`config.mk`:
```
export PLATFORM = sky130hd
export DESIGN_NAME = lr_processor_flat
export DESIGN_NICKNAME = d
export VERILOG_FILES = /design/src/rtl/lr_processor_if.sv /design/src/rtl/lr_processor.sv /design/src/flat_wrapper.sv
export SDC_FILE = /design/constraint.sdc
export NUM_CORES = 1
export LEC_CHECK = 0
export CAP_MARGIN = 10
export CORE_MARGIN = 2
export CORE_UTILIZATION = 59
export CTS_CLUSTER_DIAMETER = 150
export CTS_CLUSTER_SIZE = 30
export DETAILED_ROUTE_END_ITERATION = 7
export PLACE_DENSITY = 0.81
export SYNTH_ARGS = -nofsm -noshare
export SYNTH_HDL_FRONTEND = slang
export SYNTH_SLANG_ARGS = --single-unit
export TNS_END_PERCENT = 1
```
`constraint.sdc`:
```
create_clock -name clk -period 2.9 [get_ports clk]
set_input_delay 0.29 -clock clk [delete_from_list [all_inputs] [get_ports clk]]
set_output_delay 0.29 -clock clk [all_outputs]
set_load 0.05 [all_outputs]
```
`src/rtl/lr_processor_if.sv`:
```
// lr_processor_if: LR (Avalon-style) bus between the core master and the byte memory slave
interface lr_processor_if;
    logic       LRMasterRD_o;
    logic       LRMasterWR_o;
    logic [7:0] LRMasterRDData_i;
    logic [7:0] LRMasterWRData_o;
    logic [7:0] LRMasterAddr_o;
    modport master (
        output LRMasterRD_o, LRMasterWR_o, LRMasterWRData_o, LRMasterAddr_o,
        input  LRMasterRDData_i
    );
    modport slave (
        input  LRMasterRD_o, LRMasterWR_o, LRMasterWRData_o, LRMasterAddr_o,
        output LRMasterRDData_i
    );
endinterface

```
`src/rtl/lr_processor.sv`:
```
// lr_processor: 8-bit accumulator core driving the LR bus from a multi-cycle FSM
module lr_processor #(
    parameter logic [7:0] RESET_PC = 8'h00
) (
    input logic            clk,
    input logic            rstn,
    lr_processor_if.master bus
);
    typedef enum logic [2:0] {FETCH0, FETCH1, DECODE, MEMRD, EXEC, MEMWR, HALT} state_t;
    state_t     state;
    logic [7:0] pc, a, ir, opr, d, res;
    logic       z, c, cres;
    logic [8:0] sum, diff;
    assign d = bus.LRMasterRDData_i;
    // ALU: d is the immediate in DECODE and the memory byte in EXEC; diff[8] is the borrow
    always_comb begin
        sum  = {1'b0, a} + {1'b0, d};
        diff = {1'b0, a} - {1'b0, d};
        res  = ir[3:0] == 4'h2 ? d :
               ir[3:0] == 4'h4 ? sum[7:0] :
               ir[3:0] == 4'h5 ? diff[7:0] :
               ir[3:0] == 4'h6 ? a & d :
               ir[3:0] == 4'h7 ? a | d : a ^ d;
        cres = ir[3:0] == 4'h2 ? c :
               ir[3:0] == 4'h4 ? sum[8] :
               ir[3:0] == 4'h5 ? diff[8] : 1'b0;
    end
    // Moore bus decode; reset forces the bus idle so a pending access is dropped at once
    always_comb begin
        bus.LRMasterRD_o     = !rstn && (state == FETCH0 || state == FETCH1 || state == MEMRD);
        bus.LRMasterWR_o     = !rstn && state == MEMWR;
        bus.LRMasterAddr_o   = rstn ? 8'h00 :
                               state == FETCH0 ? pc :
                               state == FETCH1 ? pc + 8'd1 :
                               (state == MEMRD || state == MEMWR) ? opr : 8'h00;
        bus.LRMasterWRData_o = (!rstn && state == MEMWR) ? a : 8'h00;
    end
    // Sequencer and architectural state; immediates and jumps finish in DECODE
    always_ff @(posedge clk) begin
        if (rstn) begin
            state <= FETCH0;
            pc    <= RESET_PC;
            a     <= 8'h00;
            ir    <= 8'h00;
            opr   <= 8'h00;
            z     <= 1'b0;
            c     <= 1'b0;
        end else begin
            case (state)
                FETCH0: state <= FETCH1;
                FETCH1: begin
                    ir    <= d;
                    state <= DECODE;
                end
                DECODE: begin
                    opr   <= d;
                    pc    <= pc + 8'd2;
                    state <= FETCH0;
                    case (ir[3:0])
                        4'h1: begin
                            a <= d;
                            z <= d == 8'h00;
                        end
                        4'h2, 4'h4, 4'h5, 4'h6, 4'h7, 4'h8: state <= MEMRD;
                        4'h3: state <= MEMWR;
                        4'h9: pc <= d;
                        4'hA: if (z) pc <= d;
                        4'hB: if (c) pc <= d;
                        4'hC: begin
                            {c, a} <= sum;
                            z      <= sum[7:0] == 8'h00;
                        end
                        4'hF: state <= HALT;
                        default: ;
                    endcase
                end
                MEMRD: state <= EXEC;
                EXEC: begin
                    a     <= res;
                    c     <= cres;
                    z     <= res == 8'h00;
                    state <= FETCH0;
                end
                MEMWR: state <= FETCH0;
                default: state <= HALT;
            endcase
        end
    end
endmodule

```
`src/flat_wrapper.sv`:
```
// flat-port wrapper written by rule: the top's interface ports become plain ports
module lr_processor_flat 
#(
    parameter logic [7:0] RESET_PC = 8'h00
)
  (clk, rstn, bus_LRMasterRD_o, bus_LRMasterWR_o, bus_LRMasterWRData_o, bus_LRMasterAddr_o, bus_LRMasterRDData_i);
  lr_processor_if bus_i ();
  input logic clk;
  input logic rstn;
  output wire logic [$bits(bus_i.LRMasterRD_o)-1:0] bus_LRMasterRD_o;
  output wire logic [$bits(bus_i.LRMasterWR_o)-1:0] bus_LRMasterWR_o;
  output wire logic [$bits(bus_i.LRMasterWRData_o)-1:0] bus_LRMasterWRData_o;
  output wire logic [$bits(bus_i.LRMasterAddr_o)-1:0] bus_LRMasterAddr_o;
  input wire logic [$bits(bus_i.LRMasterRDData_i)-1:0] bus_LRMasterRDData_i;
  assign bus_LRMasterRD_o = bus_i.LRMasterRD_o;
  assign bus_LRMasterWR_o = bus_i.LRMasterWR_o;
  assign bus_LRMasterWRData_o = bus_i.LRMasterWRData_o;
  assign bus_LRMasterAddr_o = bus_i.LRMasterAddr_o;
  assign bus_i.LRMasterRDData_i = bus_LRMasterRDData_i;
  lr_processor #(.RESET_PC(RESET_PC)) u_core (.clk(clk), .rstn(rstn), .bus(bus_i));
endmodule
```
Word level (Yosys, flattened, before mapping)
Index checks and enable logic that the tools add are counted.
- register bits after elaboration: 33
- input bits: 10
- add/subtract/negate cells: 4
- eq/ne operators: 21
- multiplexer cells: 24
- bitwise logic cells: 3
- reductions and logical operators: 15
- operator list (kind ; count):
    $mux 8 ; 12
    $pmux 8 s2 ; 2
    $eq 4x4->1 const B ; 6
    $logic_not 8->1 ; 3
    $pmux 8 s3 ; 1
    $eq 4x3->1 const B ; 4
    $pmux 3 s5 ; 1
    $add 8x8->9 ; 1
    $pmux 3 s3 ; 1
    $sub 8x8->9 ; 1
    $add 8x1->8 const B ; 1
    $add 8x2->8 const B ; 1
    $and 8x8->8 ; 1
    $eq 4x2->1 const B ; 2
    $or 8x8->8 ; 1
    $xor 8x8->8 ; 1
    $eq 3x2->1 const B ; 2
    $eq 3x3->1 const B ; 2
    $pmux 1 s2 ; 3
    $reduce_or 6->1 ; 1
    $eq 4x1->1 const B ; 1
    $mux 1 ; 4
    $ne 2x2->1 const B ; 2
    $eq 3x1->1 const B ; 1
    other kinds (9) ; 12

Depth between registers and ports, before layout
- word-level depth: 8
- mapped depth: 10

Worst setup path before layout
OpenSTA, ideal clock, no wires.
- path kind: register to register
- from: reg u_core.a[0]
- to: reg u_core.z
- arrival: 2.551 ns
- required time: 2.812 ns
- setup slack: 0.261 ns
- cell stages (with the launch flop): 10
- buffers on the path: 0
- cell sequence: dfxtp_1 > inv_1 > ha_1 > fa_1 > nor2b_1 > o311ai_0 > a21oi_1 > or4_1 > or4_1 > o32ai_2
- longest elaborated chain between the ends: 8
- elaborated cells between the ends (all ways): 14
- those cells by class: add/sub (2); mux (7); bitwise (3); reduce/logical (2)
- RTL lines (item ; line ; text):
    start, declared ; lr_processor.sv:11 ; logic [7:0] pc, a, ir, opr, d, res;
    start signal, assigned ; lr_processor.sv:70 ; {c, a} <= sum;
    start signal, assigned ; lr_processor.sv:79 ; a <= res;
    parallel branches: the longest is 7 deep, another holds $sub 8x8->9 ; -- ;
    $pmux 1 s2 (*) ; lr_processor.sv:49 ; case (state)
    end signal, assigned ; lr_processor.sv:46 ; z <= 1'b0;
    end signal, assigned ; lr_processor.sv:62 ; z <= d == 8'h00;
    end signal, assigned ; lr_processor.sv:81 ; z <= res == 8'h00;
    end, declared ; lr_processor.sv:12 ; logic z, c, cres;
Mark *: on every way between the ends.
A chain may end at the register's enable or synchronous reset.

Worst setup path in the final report
- from: in bus_LRMasterRDData_i[0]
- to: reg u_core.z
- longest elaborated chain between the ends: 8
- elaborated cells between the ends (all ways): 15
- those cells by class: add/sub (2); mux (7); bitwise (3); reduce/logical (3)
- RTL lines (item ; line ; text):
    start, declared ; flat_wrapper.sv:14 ; input wire logic [$bits(bus_i.LRMasterRDData_i)-1:0] bus_LRMasterRDData_i;
    parallel branches: the longest is 7 deep, another holds $sub 8x8->9 ; -- ;
    $pmux 1 s2 (*) ; lr_processor.sv:49 ;
Marked as above.

==> results.tsv <==
metric	value	unit
status	finished, final reports clean	
slew_headroom	39.9	%
seqPwrFrac	34.2	%
crit_top_cell	or4_1	
synth_warnings	0	
grt_use_total	35.6	%
fp-row-count	26	
die_area	0.00608	sq mm
leakage	1.61	nW
fin_crit	2.84	ns
synth-edff-count	0	
ys.flop_type	dfxtp_1	
fin_skew	0.00571	ns
vias_per_cell	6.46	
io_buffers	27	
power.internal	968	uW
final_cell_mix	buf_4, nand2_1, a21oi_1, nor2_1, dfxtp_1	
power_frac_clock	31.4	%
drt-wirelength-per-cell	17.8	um
p_total	1.50	mW
ant_nets	0	
dp_hpwl	7690	um
post_cts_buffers	0	
cp_slowest_cell	or4_1	
hp-start	rstn	
powerDensity	370	mW/mm^2
required	3.11	ns
cts_tree	built	
finalHoldViolations	0	
cpPeakStageDelay	0.54	ns
fp.dieH	78.0	um
worstReg2RegEnd	u_core.z	
maxCapViolations	0	
grt_pass1_vias	3506	
crit_chain	clkdlybuf4s50_1, ha_1, fa_1, nor2b_1, o311ai_1, a21oi_1, or4_1, or4_1, o32ai_2	
fillers	388	
gr-total-overflow	0	
drc	0	
cts_buffers	5	
design_area	0.00405	sq mm
start_kind	input port	
ir_drop	0.276	mV
async_flop_share	0	%
synth_cell_type_count	56	
ctsHoldBuffers	0	
timing.critical_path.buf_inv	1	
ctsHtreeMaxLevel	2	
comb_power_share	34.4	%
period_share	98.1	%
place_area	0.00393	sq mm
nets	560	
rsz0062_at_grt	yes	
syn-cell-area	0.00323	sq mm
syn_area_per_cell	6.98	sq um
crit_path_max_fanout	3	
initial_core_util	62.1	%
syn_inst	463	
grt_max_degree	28	
drtIter0Drc	508	
worst_pin_slew	0.878	ns
final_common_cell	buf_4	
clk_latency	0.29	ns
n_antenna_cell	0	
hold_path.class	input port to flop	
critPathKind	input port to flop	
power.switching	530	uW
clkSlewWorstSetupHoldPaths	0.08	ns
synth.ff_latch_count	33	
boundaryPins	28	
worst-endpoint-arrival	3.05	ns
rrSetupSlack	0.13	ns
swShare	35.4	%
utilization	77.9	%
finalSetupViolations	0	
drt_first_pass_iters	8	
end_kind	flop	
reg2reg_depth	9	
routed_wl	10500	um
grt_pass1_wl	17300	um
cts_sinks	33	
clockBufferDepth	2	
die_w	78.0	um
holdPathEnd	u_core.pc[7]	
hold_depth	2	
cpLargestDelayFamily	simple AND/OR/NAND/NOR gates	
area_delta_synth_final	25.5	%
fmax	352	MHz
num_vias	3829	
coreArea	0.00520	sq mm
gp_congestion	0.929	
synth_nets	501	
antenna_found_initial	0	
yosysSeqAreaShare	20.4	%
cts_root_buf	clkbuf_8	
drive_gt1_share	17.0	%
r2r-start	u_core.a[0]	
drv_slew	0	
[cell type report]
| type | instances | area, sq um | area share, % |
|---|---|---|---|
| multi-input cells | 371 | 2340 | 57.8 |
| repair buffers | 86 | 751 | 18.5 |
| flip-flops and latches | 33 | 661 | 16.3 |
| inverters | 25 | 93.8 | 2.31 |
| well taps | 70 | 87.6 | 2.16 |
| clock buffers | 7 | 86.3 | 2.13 |
| clock inverters | 1 | 30.0 | 0.741 |
[timing repair]
action	in CTS	in global routing
hold endpoints to repair	0	0
setup endpoints to repair	0	7
gates resized for setup	0	4
[sequential cells by signal, indices dropped and copies added (netlist names)]
signal,count
u_core.c,1
u_core.state,3
u_core.pc,8
u_core.ir,4
u_core.a,8
u_core.opr,8
u_core.z,1
[cells in the mapped netlist, types with 5 or more instances]
cell type   n  area [sq um]
ha_1       26           325
o21ai_0    25           125
nand2_1    54           203
clkbuf_1   23          86.3
a31oi_1    10          62.6
nor2_1     39           146
a22oi_1     7          52.6
dfxtp_1    33           661
nor3_1     15          75.1
nand3_1    15          75.1
buf_2      10          50.1
nand2b_1   11          68.8
a211oi_1    8          60.1
inv_1      25          93.8
o22ai_1     6          37.5
a21oi_1    47           235
nor2b_1    11          68.8
xnor2_1     8          70.1
o21bai_1    5          37.5
nor4_1     10          62.6
o211ai_1   13          97.6
[routing by layer]
| layer | vias up | GRT usage [%] | wire length [um] |
|---|---|---|---|
| met4 | 0 | 10.4 | 208 |
| met5 | - | 0 | 0 |
| li1 | 1801 | - | - |
| met2 | 228 | 56.2 | 4740 |
| met3 | 29 | 3.95 | 1010 |
| met1 | 1771 | 51.0 | 4570 |
[metrics by stage]
stage               TNS [ns]  hold slack, ns  std cells  worst slack [ns]
finish                     0           0.452        593            0.0563
global route         -0.0568           0.474        593           -0.0568
CTS                        0           0.449        593            0.0148
detailed placement    -0.555           0.449        585            -0.265
global placement      -0.449           0.443        585            -0.246
floorplan                  0           0.426        463             0.261
[worst max path at each step]
stage	to	slack, ns	from	cells past startpoint
floorplan	u_core.z	0.26	u_core.a[0]	9
global placement	u_core.z	-0.25	bus_LRMasterRDData_i[0]	9
detailed placement	u_core.z	-0.26	bus_LRMasterRDData_i[0]	9
CTS	u_core.z	0.01	bus_LRMasterRDData_i[0]	9
global route	u_core.z	-0.06	bus_LRMasterRDData_i[0]	9
finish	u_core.z	0.06	bus_LRMasterRDData_i[0]	9
[power groups by stage]
stage	Clock [mW]	Combinational [mW]	Sequential, mW
after floorplan	0	0.318	0.501
after global placement	0	0.489	0.520
after detailed placement	0	0.496	0.521
after CTS	0.475	0.500	0.510
after global routing	0.487	0.556	0.516
final	0.470	0.515	0.513
[kinds of logic after synthesis]
logic type,count (synthesis),share of synthesized area (%)
DFF,33,20.4
muxes,2,0.620
buffers and inverters,59,7.24
adders and majority gates,28,11.3
AOI/OAI and AO/OA,151,30.4
and+or+nand+nor,179,27.0
xor gates and xnor gates,11,2.98
Note: power is estimated with default switching activity, not from simulation.
